### src/rtl/maf_pkg.sv
// maf_pkg: shared sizing helpers for the moving-average filter.
//   win_len(log2_n)       -> window length N = 2^log2_n
//   sum_width(dw, log2_n) -> width that holds N*(2^dw-1) without overflow
package maf_pkg;

  function automatic int win_len(input int log2_n);
    return 1 << log2_n;
  endfunction

  function automatic int sum_width(input int dw, input int log2_n);
    return dw + log2_n;
  endfunction

endpackage

### src/rtl/maf_history.sv
// maf_history: N-entry circular sample history for the moving average.
// The write pointer always addresses the oldest entry, so the value to be
// subtracted is read from the slot that the incoming sample overwrites.
// Ports:
//   clk, reset   : clock, synchronous active-high reset
//   i_clear      : synchronous clear of pointer and every entry
//   i_we         : store i_din at the pointer and advance it
//   i_din        : sample to store
//   o_oldest     : entry under the pointer (0 when the window is not yet full)
module maf_history
  import maf_pkg::*;
#(
  parameter int DW     = 5,
  parameter int LOG2_N = 3
) (
  input  logic          clk,
  input  logic          reset,
  input  logic          i_clear,
  input  logic          i_we,
  input  logic [DW-1:0] i_din,
  output logic [DW-1:0] o_oldest
);

  localparam int N = win_len(LOG2_N);

  logic [LOG2_N-1:0]        r_ptr;
  logic [N-1:0][DW-1:0]     w_entries;

  // Pointer is exactly LOG2_N bits wide, so N-1 wraps to 0 naturally.
  always_ff @(posedge clk) begin
    if (reset || i_clear) begin
      r_ptr <= '0;
    end else if (i_we) begin
      r_ptr <= r_ptr + 1'b1;
    end
  end

  // Entries are plain registers (not RAM) because clear must zero all of
  // them in a single cycle.
  genvar gi;
  generate
    for (gi = 0; gi < N; gi++) begin : g_entry
      logic [DW-1:0] r_q;
      always_ff @(posedge clk) begin
        if (reset || i_clear) begin
          r_q <= '0;
        end else if (i_we && (r_ptr == LOG2_N'(gi))) begin
          r_q <= i_din;
        end
      end
      assign w_entries[gi] = r_q;
    end
  endgenerate

  assign o_oldest = w_entries[r_ptr];

endmodule

### src/rtl/maf_window_param.sv
// maf_window_param: running sum and mean over the last N = 2^LOG2_N samples.
// Ports:
//   clk, reset   : clock, synchronous active-high reset (highest priority)
//   in_valid/din : sample accepted on every edge with in_valid=1, flush=0
//   flush        : synchronous window clear; wins over in_valid
//   sum          : sum of the last min(k,N) accepted samples
//   mean         : sum / N (truncated, or round-half-up when ROUND=1)
//   out_valid    : one-cycle pulse the cycle after each acceptance
//   window_full  : N or more samples accepted since the last reset/flush
// All outputs come from registers; mean is a pure function of the sum register.
module maf_window_param
  import maf_pkg::*;
#(
  parameter int DW     = 5,
  parameter int LOG2_N = 3,
  parameter int ROUND  = 0
) (
  input  logic                 clk,
  input  logic                 reset,
  input  logic                 in_valid,
  input  logic [DW-1:0]        din,
  input  logic                 flush,
  output logic [DW+LOG2_N-1:0] sum,
  output logic [DW-1:0]        mean,
  output logic                 out_valid,
  output logic                 window_full
);

  localparam int N  = win_len(LOG2_N);
  localparam int SW = sum_width(DW, LOG2_N);
  localparam int CW = LOG2_N + 1;

  logic          w_accept;
  logic [DW-1:0] w_oldest;
  logic [SW-1:0] w_sum_next;
  logic [SW-1:0] r_sum;
  logic [CW-1:0] r_fill;
  logic          r_out_valid;

  // Reset is handled by priority inside each register stage.
  assign w_accept = in_valid & ~flush;

  maf_history #(
    .DW     (DW),
    .LOG2_N (LOG2_N)
  ) u_history (
    .clk      (clk),
    .reset    (reset),
    .i_clear  (flush),
    .i_we     (w_accept),
    .i_din    (din),
    .o_oldest (w_oldest)
  );

  // The intermediate sum+din can exceed the window total, but the result
  // after subtracting the oldest sample always fits in SW bits, so modular
  // arithmetic at SW bits is exact.
  assign w_sum_next = r_sum + SW'(din) - SW'(w_oldest);

  always_ff @(posedge clk) begin
    if (reset) begin
      r_sum       <= '0;
      r_fill      <= '0;
      r_out_valid <= 1'b0;
    end else if (flush) begin
      r_sum       <= '0;
      r_fill      <= '0;
      r_out_valid <= 1'b0;
    end else begin
      r_out_valid <= in_valid;
      if (in_valid) begin
        r_sum <= w_sum_next;
        if (r_fill != CW'(N)) begin
          r_fill <= r_fill + 1'b1;
        end
      end
    end
  end

  generate
    if (ROUND != 0) begin : g_round
      // One extra bit keeps the half-LSB bias from overflowing a full sum.
      logic [SW:0] w_biased;
      assign w_biased = {1'b0, r_sum} + (SW+1)'(N / 2);
      assign mean     = DW'(w_biased >> LOG2_N);
    end else begin : g_trunc
      assign mean = DW'(r_sum >> LOG2_N);
    end
  endgenerate

  assign sum         = r_sum;
  assign out_valid   = r_out_valid;
  assign window_full = (r_fill == CW'(N));

endmodule

### config.mk
export PLATFORM = sky130hd
export DESIGN_NAME = maf_window_param
export DESIGN_NICKNAME = d
export VERILOG_FILES = /design/src/rtl/maf_pkg.sv /design/src/rtl/maf_history.sv /design/src/rtl/maf_window_param.sv
export SDC_FILE = /design/constraint.sdc
export NUM_CORES = 1
export LEC_CHECK = 0
export ABC_AREA = 1
export CAP_MARGIN = 20
export CORE_AREA = 2 2 84 86
export DETAILED_ROUTE_END_ITERATION = 8
export DIE_AREA = 0 0 86 88
export PLACE_DENSITY = 0.65
export SLEW_MARGIN = 25
export SYNTH_ARGS = -nofsm -noshare
export SYNTH_HDL_FRONTEND = slang
export SYNTH_SLANG_ARGS = --single-unit
export TNS_END_PERCENT = 30
### constraint.sdc
create_clock -name clk -period 3.55 [get_ports clk]
set_input_delay 1.065 -clock clk [delete_from_list [all_inputs] [get_ports clk]]
set_output_delay 1.065 -clock clk [all_outputs]
set_load 0.01 [all_outputs]
==> metrics.md <==
| Metric | Value |
|---|---|
| Run status | complete, no violations |
| Top FF cell, synth | dfxtp_1 |
| Cell count after synthesis | 398 |
| Worst Setup End Kind | flip-flop |
| Cell Pwr Density | 407 nW/um^2 |
| R2r startpoint | u_history.r_ptr[0]$_SDFFE_PP0P_ |
| RSZ-0062 raised after global routing | false |
| I/O Pins | 24 |
| Final Instance Count excl. Fillers | 500 |
| Post-synth EDFFs | 0 |
| WP data required | 3780 ps |
| Final nets | 449 |
| Starting Density | 44.7% |
| Fin Setup TNS | 0 ps |
| CP Launch Type | input pin |
| Critical path class | input pin to flip-flop |
| Fin crit period | 3040 ps |
| DRC violations left | 0 |
| Drt first pass iters | 4 |
| Worst EP arrival | 3260 ps |
| Max incr delay on CP | 540 ps |
| Initial DRC count | 186 |
| Post-synth ARST share | 0% |
| RePlAce Congestion | 0.780 |
| Flops & latches, synth | 56 |
| Vias in the first global route | 2,416 |
| IO buf count | 23 |
| CP dominant cell by count | nand2_1 |
| Final period utilization | between 80% and 90% |
| Net Sw Frac | 29.0% |
| Max Slew Vio Count | 0 |
| Clk slew on worst S/H paths | between 100 and 150 ps |
| Switch Pwr | 0.400 mW |
| Area grow syn2layout | 13.9% |
| CTS tree | built |
| Initial antenna violation count | 0 |
| Die ar. | about 7600 um^2 |
| Largest fanout on the critical path | 3 |
| Post-DR vias/cell | 5.12 |
| GRT Overall Usage | 19.5% |
| Rows | 30 |
| Std-Cell Core Area | 6640 um^2 |
| Hold bufs inserted after CTS | 0 |
| Routed vias | approximately 2,600 |
| Reg2reg end | sum[6]$_SDFFE_PP0P_ |
| Pleak | around 1.5 nW |
| Worst r2r path cells | 15 |
| Commonest non-fill, non-tap cell in the layout | dfxtp_1 |
| Syn_area_per_cell | 7.46 um^2 |
| Post-synthesis cell area | between 2000 and 3000 um^2 |
| First-pass GRT wire length | 11,600 um |
| Layout cell share with drive strength beyond 1 | 8.10% |
| Die Width | 86 um |
| Least-Margin Pin Slew | 710 ps |
| Hold depth | 2 |
| CP delay by family, top | adder cells |
| Chip Height | 88 um |
| Worst hold start | u_history.g_entry[3].r_q[3]$_SDFFE_PP0P_ |
| Final Hold Vio Count | 0 |
| Detailed-placement wirelength estimate | 4870 um |
| Inst Count DP | 492 |
| Crit path from | din[1] |
| Combinational share of power | 21.4% |
| Min-delay worst type | flip-flop to flip-flop |
| Pin count of the biggest net entering global routing | 40 |
| Clk Latency, worst-skew pair | 310 ps |
| H-tree levels | 2 |
| Setup slack at placement | 195 ps |
| WL/cell | 13.5 um |
| Num CTS Buffers | 5 |
| Internal Power | 0.977 mW |
| Synthesized Nets | 428 |
| Stages on worst setup path | 13 |
| Final Skew | 15.9 ps |
| Seq/Total Area, Yosys | a little under two fifths |
| Rel. slew slack | between 50 and 60% |
| Synth Warn # | 0 |
| Max Freq | 0.329 GHz |
| PostCTS Resize Cnt | 0 |
| Gr ovfl total | 0 |
| Post-CTS setup buffer count | 0 |
| CP max stage cell | fa_1 |
| Root buf cell | clkbuf_8 |
| CP Buf/Inv Count | 4 |
| Clock buffer depth | 2 |
| R2R setup slack | just over 600 ps |
| Commonest non-fill, non-tap cells in the layout | dfxtp_1, o21ai_0, nand2_1 |
| Setup-failing EPs final | 0 |
| CTS Sinks | 56 |
| Antenna Nets Post-Route | 0 |
| Drt total wl | 6750 um |
| Max Cap Viol | 0 |
| Setup ws final | 513 ps |
| Clock power share | approximately a third |
| Number of diodes | 0 |
| Sequential group share of total power | 47.1% |
| Critical path cell sequence | clkdlybuf4s50_1, inv_1, fa_1, inv_1, fa_1, nand2_1, nand2_1, nand3b_1, nand2_1, nand2_1, nand3_1, nand2_1, inv_1 |
| Unique masters post-synth | 27 |
| End of the worst hold path | u_history.g_entry[3].r_q[3]$_SDFFE_PP0P_ |
| Max VDD drop | 0.173 mV |
-- final cells by class --
class                           instances  area [um^2]
Sequential cell                        56         1120
Clock inverter                          3         47.5
Multi-Input combinational cell        268         1510
Inverter                               54          223
Timing Repair Buffer                   34          313
Fill cell                             651         3260
Clock buffer                            5         68.8
Tap cell                               80          100
-- metal layers --
metal	wire length (um)	GRT usage, %	vias to the layer above
met3	385	3.49	4
met2	2960	30.9	53
met1	3340	27.4	1152
met5	0	0	-
met4	63	5.19	0
li1	-	-	1351
-- logic make-up (layout without fill, tap and decap cells) --
kind of cell | after synthesis | after routing | synth area share, %
adder cells (fa/ha/maj) | 21 | 21 | 10.1
buffers and inverters | 74 | 96 | 11.5
flip-flops | 56 | 56 | 37.7
XOR/XNOR | 4 | 4 | 1.18
AO/OA/AOI/OAI | 120 | 120 | 20.6
AND/OR/NAND/NOR | 123 | 123 | 18.9
-- stage by stage --
step | instance area, um^2 | util (%) | total power [mW] | hold WS (ps)
finish | 3380 | 50.9 | 1.38 | 481
global route | 3380 | 50.9 | 1.46 | 501
CTS | 3380 | 50.9 | 1.39 | 485
detailed placement | 3270 | 49.2 | 0.958 | 464
global placement | 3270 | 49.2 | 0.956 | 455
floorplan | 2970 | - | 0.878 | 441
-- Yosys cell counts (3+ instances only) --
library cell	instances	area [um^2]
dfxtp_1	56	1120
o21ai_0	54	270
nand2_1	52	195
a21oi_1	49	245
inv_1	45	169
nor2_1	41	154
nand3_1	22	110
ha_1	16	200
clkbuf_1	10	37.5
o22ai_1	10	62.6
o21ai_1	7	35.0
buf_4	6	45.0
fa_1	5	100
clkinv_4	4	35.0
inv_2	4	15.0
nand3_4	4	70.1
xor2_1	3	26.3
-- how the worst max path moves through the flow --
stage	end	slack [ps]
after CTS	sum[6]$_SDFFE_PP0P_	520
after global routing	sum[3]$_SDFFE_PP0P_	320
after floorplan	sum[6]$_SDFFE_PP0P_	800
after detailed placement	sum[6]$_SDFFE_PP0P_	190
final	sum[6]$_SDFFE_PP0P_	510
after global placement	sum[6]$_SDFFE_PP0P_	190
-- flip-flops by register name, indices dropped and copies added (netlist names) --
| signal | count |
|---|---|
| sum | 8 |
| u_history.r_ptr | 3 |
| r_fill | 4 |
| u_history.g_entry.r_q | 40 |
| out_valid | 1 |
-- power groups by stage --
stage / combinational, mW / clock [mW] / sequential, mW
after floorplan: 0.211 / 0 / 0.666
after global placement: 0.293 / 0 / 0.663
after detailed placement: 0.294 / 0 / 0.664
after CTS: 0.296 / 0.444 / 0.649
after global routing: 0.341 / 0.465 / 0.651
final: 0.295 / 0.433 / 0.649
-- worst min-delay path: stages (launching register included) --
cell	delay, ps
dfxtp_1	330
nand2_1	60
a21oi_1	50
Note: power is estimated with default switching activity, not from simulation.
